File: src/rtl/sort_engine_scheduler.sv
// Shares one bubble_sort engine between NUM_REQ requesters.
// Round-robin grant latches the winner's array, pulses the engine start,
// waits for the low-then-high `last` sequence and returns the sorted array
// tagged with the requester index. A watchdog aborts a hung sort.
module sort_engine_scheduler #(
   parameter int NUM_REQ = 4,
   parameter int ID_W    = 2,
   parameter int TIMEOUT = 255
) (
   input  logic                    clk,
   input  logic                    rst_n,
   input  logic [NUM_REQ-1:0]      req,
   input  logic [NUM_REQ*64-1:0]   req_data,
   output logic [NUM_REQ-1:0]      gnt,
   output logic                    rsp_valid,
   input  logic                    rsp_ready,
   output logic [ID_W-1:0]         rsp_id,
   output logic [63:0]             rsp_data,
   output logic                    rsp_err,
   output logic                    busy,
   output logic [63:0]             srt_data,
   output logic                    srt_en,
   input  logic [63:0]             srt_data_sort,
   input  logic                    srt_last
);

   localparam int CNT_W = 16;

   typedef enum logic [2:0] {
      S_IDLE,
      S_LAUNCH,
      S_WAIT_LOW,
      S_WAIT_HIGH,
      S_RESP
   } state_t;

   // One arbitration candidate: the requester index, the pointer value that
   // follows it, its one-hot grant and its array slice.
   typedef struct packed {
      logic                found;
      logic [ID_W-1:0]     idx;
      logic [ID_W-1:0]     nxt;
      logic [NUM_REQ-1:0]  onehot;
      logic [63:0]         data;
   } pick_t;

   state_t              state_q, state_d;
   logic [ID_W-1:0]     ptr_q, ptr_d;
   logic [ID_W-1:0]     id_q, id_d;
   logic [63:0]         srt_data_q, srt_data_d;
   logic [63:0]         rsp_data_q, rsp_data_d;
   logic                rsp_err_q, rsp_err_d;
   logic [CNT_W-1:0]    cnt_q, cnt_d;

   pick_t               hi_pick, lo_pick, pick;
   logic                timeout_hit;

   // Round-robin search: the lowest requester at or above the pointer wins,
   // otherwise the lowest one below it (the wrap-around part of the search).
   always_comb begin
      // NOTE: every combinational output gets a default before any branch so no latch is inferred.
      hi_pick = '0;
      lo_pick = '0;
      for (int i = 0; i < NUM_REQ; i++) begin
         if (req[i]) begin
            if (ID_W'(i) >= ptr_q) begin
               if (!hi_pick.found) begin
                  hi_pick.found     = 1'b1;
                  hi_pick.idx       = ID_W'(i);
                  hi_pick.nxt       = (i == NUM_REQ - 1) ? '0 : ID_W'(i + 1);
                  hi_pick.onehot[i] = 1'b1;
                  hi_pick.data      = req_data[i*64 +: 64];
               end
            end else if (!lo_pick.found) begin
               lo_pick.found     = 1'b1;
               lo_pick.idx       = ID_W'(i);
               lo_pick.nxt       = ID_W'(i + 1);
               lo_pick.onehot[i] = 1'b1;
               lo_pick.data      = req_data[i*64 +: 64];
            end
         end
      end
      pick = hi_pick.found ? hi_pick : lo_pick;
   end

   assign timeout_hit = (cnt_q == CNT_W'(TIMEOUT - 1));

   // Next-state logic: arbitration, launch, the two engine handshake phases
   // with a shared watchdog, and the held response.
   always_comb begin
      state_d    = state_q;
      ptr_d      = ptr_q;
      id_d       = id_q;
      srt_data_d = srt_data_q;
      rsp_data_d = rsp_data_q;
      rsp_err_d  = rsp_err_q;
      cnt_d      = cnt_q;
      unique case (state_q)
         S_IDLE: begin
            if (pick.found) begin
               id_d       = pick.idx;
               ptr_d      = pick.nxt;
               srt_data_d = pick.data;
               state_d    = S_LAUNCH;
            end
         end
         S_LAUNCH: begin
            cnt_d   = '0;
            state_d = S_WAIT_LOW;
         end
         S_WAIT_LOW: begin
            cnt_d = cnt_q + CNT_W'(1);
            if (timeout_hit) begin
               rsp_data_d = '0;
               rsp_err_d  = 1'b1;
               state_d    = S_RESP;
            end else if (!srt_last) begin
               state_d = S_WAIT_HIGH;
            end
         end
         S_WAIT_HIGH: begin
            cnt_d = cnt_q + CNT_W'(1);
            // A completion seen on the watchdog's last cycle still counts.
            if (srt_last) begin
               rsp_data_d = srt_data_sort;
               rsp_err_d  = 1'b0;
               state_d    = S_RESP;
            end else if (timeout_hit) begin
               rsp_data_d = '0;
               rsp_err_d  = 1'b1;
               state_d    = S_RESP;
            end
         end
         S_RESP: begin
            if (rsp_ready) begin
               rsp_err_d = 1'b0;
               state_d   = S_IDLE;
            end
         end
         default: state_d = S_IDLE;
      endcase
   end

   // State and datapath registers, all cleared by the asynchronous reset.
   always_ff @(posedge clk or negedge rst_n) begin
      if (!rst_n) begin
         state_q    <= S_IDLE;
         ptr_q      <= '0;
         id_q       <= '0;
         srt_data_q <= '0;
         rsp_data_q <= '0;
         rsp_err_q  <= 1'b0;
         cnt_q      <= '0;
      end else begin
         // NOTE: non-blocking assignments so every register samples pre-edge values.
         state_q    <= state_d;
         ptr_q      <= ptr_d;
         id_q       <= id_d;
         srt_data_q <= srt_data_d;
         rsp_data_q <= rsp_data_d;
         rsp_err_q  <= rsp_err_d;
         cnt_q      <= cnt_d;
      end
   end

   assign gnt       = (state_q == S_IDLE) ? pick.onehot : '0;
   assign srt_en    = (state_q == S_LAUNCH);
   assign busy      = (state_q != S_IDLE);
   assign rsp_valid = (state_q == S_RESP);
   assign rsp_id    = id_q;
   assign rsp_data  = rsp_data_q;
   assign rsp_err   = rsp_err_q;
   assign srt_data  = srt_data_q;

endmodule

File: config.mk
export PLATFORM = sky130hd
export DESIGN_NAME = sort_engine_scheduler
export DESIGN_NICKNAME = d
export VERILOG_FILES = /design/src/rtl/sort_engine_scheduler.sv
export SDC_FILE = /design/constraint.sdc
export NUM_CORES = 1
export LEC_CHECK = 0
export ABC_AREA = 1
export CELL_PAD_IN_SITES_DETAIL_PLACEMENT = 2
export CELL_PAD_IN_SITES_GLOBAL_PLACEMENT = 2
export CORE_ASPECT_RATIO = 1.2
export CORE_MARGIN = 4
export CORE_UTILIZATION = 22
export DETAILED_ROUTE_END_ITERATION = 16
export PLACE_DENSITY = 0.8
export SLEW_MARGIN = 10
export SYNTH_ARGS = -nofsm -noshare
export SYNTH_HDL_FRONTEND = slang
export SYNTH_SLANG_ARGS = --single-unit
File: constraint.sdc
create_clock -name clk -period 2.3 [get_ports clk]
set_input_delay 0.575 -clock clk [delete_from_list [all_inputs] [get_ports clk]]
set_output_delay 0.575 -clock clk [all_outputs]
set_load 0.02 [all_outputs]
==> impl_summary.txt, run 1 <==
----------------------------------------------------
[Run status]
  Run status ... finished with violations
  Failing checks ... negative setup slack

[Setup path]
  Startpoint class of the critical path ... register
  CP Class ... reg2out
  Maximum fanout encountered on the critical timing path ... 5
  Data arrival time of the critical path ... between 1.5 and 2 ns
  Sort of element at the end of the critical path ... output pin
  Data required time of the critical path ... 1.73 ns

[Timing]
  Slew at the pin closest to its max-slew limit ... ~0.57 ns
  Upper clock frequency limit ... between 400 and 500 MHz
  Count of final setup violators ... 3
  Number of hold-slack violations in the final timing report ... 0
  Final Skew ... approximately 0.013 ns
  Final worst-path setup slack ... -0.1253 ns
  Minimum clock period ... approximately 2.4 ns
  Setup repair after global routing missed its margin ... yes
  Headroom to the max-slew limit ... between 60% and 70%
  Max Transition Viols Final ... 0
  Part of the cycle the worst path needs ... 105.4%

[GRT]
  GRT Resource Usage Total ... 23.23%
  Maximum number of pins on one net before global-route repair ... just under 70
  Wire length of the first global-routing pass ... between 90000 and 100000 um
  Antenna violations before repair ... 21
  Total congestion overflow after global routing ... 0
  Number of global-route vias before repair ... 16020

[Clocking]
  Clock insertion delay at the later pin of the skew report ... around 0.46 ns
  CTS tree ... yes
  Clock-pin slew reported for the worst setup and hold paths after clock tree synthesis ... around 0.070 ns
  CTS Sinks ... ~150
  H-tree depth reported by CTS ... 4
  Number of clock buffers inserted by TritonCTS ... 17
  Max Buffers Root-to-Sink ... 2
  Buffer type at the clock tree root ... clkbuf_16

[Routing]
  Antenna-violating nets left ... 0
  Detailed Route Iter0 Violations ... approximately 700
  Remaining routing DRC violations ... 0
  Number of iterations in the first detailed-routing pass ... 5
  DR vias/cell ... 4.933
  Average wire per standard cell ... 22.53 um
  Total via count after detailed routing ... ~14000
  Post-Route WL ... 65440 um

[Synthesis]
  Count of flip-flops with a built-in enable after synthesis ... 0
  Most instantiated flip-flop cell in the synthesis netlist ... dfrtp_1
  Yosys reg bits ... between 150 and 200
  Post-synthesis sequential area ratio ... 34.59%
  FFs w/ async S/R, synth ... between 90% and 100%
  Post-Syn Area ... about 11000 sq um
  Number of distinct library cells after synthesis ... 36
  Synthesized area per cell ... about 6.3 sq um
  Synthesis Warnings ... 0
  Post-synthesis net count ... 2084
  Cell count after synthesis ... approximately 1800

[Floorplanning]
  Core region area ... 49330 sq um
  Die Y-Extent ... around 250 um
  Starting Density ... between 20% and 30%
  Die width ... 212.1 um
  Number of cell rows ... 89
  Die footprint ... 53640 sq um
  I/O Pins ... ~470

[Finish]
  Synthesis-to-layout area growth ... 62.32%
  Most common library cell in the layout ignoring fill and taps ... nand2_1
  Most frequent cells in the layout ... nand2_1 (809), clkdlybuf4s50_1 (453), nand3_1 (188), inv_1 (159), dfrtp_1 (150)
  Post-layout instance count excluding filler cells ... around 2900
  Share of final-layout standard cells stronger than drive strength 1 ... approximately 8.7%
  Final-stage net count ... roughly 2600
  Core occupancy in the finished layout ... 36.18%

[Pwr]
  VDD IR max ... ~530 uV
  Power per cell area ... ~1200 nW/um^2
  Static leakage power ... 8.726 nW

[Hold path]
  Min-Delay Path Class ... in2async

[Placement]
  DP Wirelength ... about 49000 um
  Post-placement cell count ... 2835
  Final estimated routing congestion in global placement ... a little under 0.9
  IO buf count ... 465

[Flow run]
  Maximum Capacitance Violations ... 0

----------------------------------------------------
## layer usage
metal  global-route usage (%)  part of all wire (%)
met5                        0                 0.063
met4                    8.431                   2.9
met3                    5.254                   6.0
met2                    43.71                    53
met1                    25.23                    38
## cells in the mapped netlist, types with 8 or more instances
| master | number | share of area (%) |
|---|---|---|
| a22o_1 | 64 | 5.1 |
| buf_1 | 8 | 0.27 |
| buf_2 | 44 | 2.0 |
| buf_4 | 8 | 0.55 |
| clkbuf_1 | 46 | 1.6 |
| dfrtp_1 | 152 | 35 |
| inv_1 | 160 | 5.5 |
| nand2_1 | 813 | 28 |
| nand3_1 | 188 | 8.6 |
| nand3b_1 | 14 | 0.96 |
| nand4_1 | 70 | 4.0 |
| nor2_1 | 58 | 2.0 |
| nor3_1 | 10 | 0.46 |
| o21ai_0 | 67 | 3.0 |
## state kept, by name, summed over array words and instances (netlist names)
signal / cells
rsp_id: 2
cnt_q: 16
ptr_q: 2
srt_data: 64
rsp_err: 1
rsp_data: 64
state_q: 3
## area by class of cell
| type | count | area (sq um) |
|---|---|---|
| Antenna cell | 16 | 40.04 |
| Multi-Input combinational cell | 1320 | 6097 |
| Timing Repair Buffer | 578 | 5838 |
| Sequential cell | 152 | 3806 |
| Tap cell | 637 | 797.0 |
| Clock buffer | 17 | 425.4 |
| Clock inverter | 15 | 207.7 |
| Inverter | 169 | 636.9 |
| Fill cell | 5858 | 31480 |
## path summary, 6_finish.rpt
check                       startpoint           end  slack [ns]  cells after the start
min reg2reg                srt_data[8]   srt_data[8]        0.48                      2
max reg2reg                   ptr_q[1]     rsp_id[0]        0.14                     10
min in group clk           srt_data[8]   srt_data[8]        0.48                      2
max in group asynchronous        rst_n  srt_data[12]        1.55                      2
min                              rst_n  rsp_data[31]        0.02                      1
max                           ptr_q[1]        gnt[0]       -0.13                      9
## power breakdown
part | switching, mW | internal (mW)
clock | 1.38 | 1.76
sequential | 0.823 | 3.87
combinational | 7.69 | 5.38
## cells by family after synthesis
group	share of synthesized area [%]
fa+ha+maj	0.2275
xor+xnor	0.1593
buf+inv	10.88
mux	0.09104
flops	34.59
simple gates	45.28
compound gates	8.773
## timing repair
item,in CTS,in global routing
setup buffers,15,6
hold buffers,0,0
resized for setup,29,14
endpoints found under the setup margin,7,6
pin swaps,6,6
## per-stage QoR
stage | hold slack (ns) | setup WS, ns | power (mW) | TNS (ns) | cell area, sq um
2_1_floorplan | 0.2794 | 0.00007483 | 11.02 | 0 | 11000
3_3_place_gp | 0.4634 | -0.4178 | 17.08 | -14.64 | 16960
3_5_place_dp | 0.4689 | -0.4619 | 17.51 | -19.94 | 16960
4_1_cts | 0.01569 | -0.1727 | 21.01 | -0.5144 | 17740
5_1_grt | 0.02788 | -0.2259 | 22.35 | -0.6793 | 17850
6_report | 0.02201 | -0.1253 | 20.90 | -0.3524 | 17850
## worst max-delay path: stages, from the launching register on
cell     delay, ns
dfrtp_2       0.45
nand2_4       0.10
nand2_4       0.09
buf_6         0.11
nand3_4       0.08
nor2_4        0.18
nand2_2       0.10
o21ai_2       0.07
nor2_1        0.05
buf_4         0.16
No activity file was read; power rests on OpenSTA's default activity.
==> run 2, diff against run 1 <==
CORE_UTILIZATION = 19   (was 22)
CTS_CLUSTER_DIAMETER = 100   (was default)
GPL_TIMING_DRIVEN = 1   (was default)
PLACE_DENSITY = 0.73   (was 0.8)
clock period = 1.9 ns   (was 2.3 ns; I/O delays follow)
==> impl_summary.txt, run 2 (same netlist as run 1, synthesis figures left out) <==
----------------------------------------------------
[Run status]
  Run status ... finished with violations
  Failing checks ... negative setup slack

[Routing]
  Average wire per standard cell ... 23.51 um
  Number of iterations in the first detailed-routing pass ... 5
  Post-Route WL ... between 70000 and 80000 um
  DR vias/cell ... 4.778
  Remaining routing DRC violations ... 0
  Detailed Route Iter0 Violations ... 666
  Total via count after detailed routing ... 14550
  Antenna-violating nets left ... 0

[Floorplanning]
  Die footprint ... approximately 62000 sq um
  I/O Pins ... around 470
  Number of cell rows ... 96
  Starting Density ... approximately a fifth
  Die width ... between 200 and 250 um
  Core region area ... 57300 sq um
  Die Y-Extent ... roughly 270 um

[Pwr]
  VDD IR max ... roughly 720 uV
  Post-layout power ... 25.94 mW
  Power per cell area ... ~1400 nW/um^2
  Static leakage power ... 9.392 nW

[Clocking]
  Number of clock buffers inserted by TritonCTS ... 17
  Max Buffers Root-to-Sink ... 2
  Clock-pin slew reported for the worst setup and hold paths after clock tree synthesis ... roughly 0.070 ns
  CTS Sinks ... around 150
  Buffer type at the clock tree root ... clkbuf_16
  Clock insertion delay at the later pin of the skew report ... roughly 0.50 ns
  H-tree depth reported by CTS ... 4
  CTS tree ... yes

[Timing]
  Setup repair after global routing missed its margin ... yes
  Part of the cycle the worst path needs ... 127.4%
  Final Skew ... ~0.014 ns
  Final worst-path setup slack ... -0.5203 ns
  Minimum clock period ... about 2.4 ns
  Max Transition Viols Final ... 0
  Upper clock frequency limit ... 413.2 MHz
  Headroom to the max-slew limit ... a little under 70%
  Count of final setup violators ... 75
  Hold Worst Slack ... approximately 0.46 ns
  Slew at the pin closest to its max-slew limit ... 0.4529 ns
  Number of hold-slack violations in the final timing report ... 0

[GRT]
  Total congestion overflow after global routing ... 0
  Maximum number of pins on one net before global-route repair ... 58
  Antenna violations before repair ... 15
  Wire length of the first global-routing pass ... 99750 um
  Number of global-route vias before repair ... approximately 16000
  GRT Resource Usage Total ... about a fifth

[Placement]
  DP Wirelength ... ~51000 um
  IO buf count ... between 400 and 500
  Cell area after placement ... about 17000 sq um
  Final estimated routing congestion in global placement ... just over 0.8
  Post-placement cell count ... just under 3000
  Pre-CTS WS ... -1.008 ns

[Finish]
  Synthesis-to-layout area growth ... 69.66%
  Final design instance area without fill ... between 15000 and 20000 sq um
  Final-stage net count ... between 2000 and 3000
  Most frequent cells in the layout ... nand2_1 (803), clkdlybuf4s50_1 (323), nand3_1 (182), inv_1 (153), dfrtp_1 (150)
  Most common library cell in the layout ignoring fill and taps ... nand2_1
  Final-layout fill cell count ... slightly below 7000
  Post-layout instance count excluding filler cells ... between 3000 and 4000
  Share of final-layout standard cells stronger than drive strength 1 ... between 10% and 20%

[Setup path]
  Maximum fanout encountered on the critical timing path ... 4
  Sort of element at the end of the critical path ... output pin
  Data required time of the critical path ... 1.42 ns
  Worst Reg2Reg Path Length in Cells ... 13
  CP Class ... reg2out
  Startpoint class of the critical path ... register
  Data arrival time of the critical path ... about 2 ns

[Flow run]
  Maximum Capacitance Violations ... 0

[Hold path]
  Min-Delay Path Class ... in2async

----------------------------------------------------
[run 2: layout make-up]
class / count / area, sq um / area share, %
Clock buffer: 17 / 425.4 / 2.280
Multi-Input combinational cell: 1320 / 6201 / 33.24
Inverter: 169 / 660.6 / 3.541
Tap cell: 735 / 919.6 / 4.930
Antenna cell: 8 / 20.02 / 0.1073
Timing Repair Buffer: 629 / 6450 / 34.57
Clock inverter: 15 / 172.7 / 0.9256
Sequential cell: 152 / 3806 / 20.40
[run 2: metrics by stage]
step                      util (%)  TNS [ns]
after floorplan                  -  -0.04492
after global placement       30.22    -57.51
after detailed placement     30.22    -66.98
after CTS                    31.38    -9.829
after global routing         32.55    -18.36
final                        32.56    -8.839
[run 2: power breakdown]
group / switching (mW) / total, mW / internal, mW
sequential: 0.971 / 5.65 / 4.68
clock: 1.88 / 3.65 / 1.77
combinational: 9.98 / 16.6 / 6.66
total: 12.8 / 25.9 / 13.1
[run 2: worst paths after layout]
check	from	to	slack, ns
setup / recovery	ptr_q[0]	gnt[2]	-0.52
hold / removal	rst_n	rsp_data[14]	0.46
setup reg to reg	ptr_q[1]	srt_data[19]	-0.17
hold reg to reg	srt_data[8]	srt_data[8]	0.48
max in group asynchronous	rst_n	rsp_data[52]	0.79
min in group clk	srt_data[8]	srt_data[8]	0.48
[run 2: what timing repair did]
action / CTS / global route
endpoints found under the hold margin: 29 / 0
pin swaps: 10 / 14
hold buffers: 1 / 0
setup buffers: 9 / 20
endpoints found under the setup margin: 207 / 140
gates resized for setup: 206 / 60
gates cloned: 1 / 13
[run 2: routing by layer]
layer  vias to the layer above  wire [um]  global-route usage, %
li1                       6683          -                      -
met1                      7298      28190                  23.99
met2                       452      36910                  38.84
met3                       105       4150                  4.943
met4                        10       2270                  8.219
met5                         -         70                      0
[run 2: critical path, cell delays in order (launching register included)]
cell and delay [ns]:
dfrtp_2 0.45, buf_6 0.13, nand2_4 0.09, nand2_8 0.08, nand3_4 0.09, nor2_4 0.06, buf_6 0.12, o21ai_2 0.05
nand2_2 0.07, nor3_4 0.15, buf_12 0.15
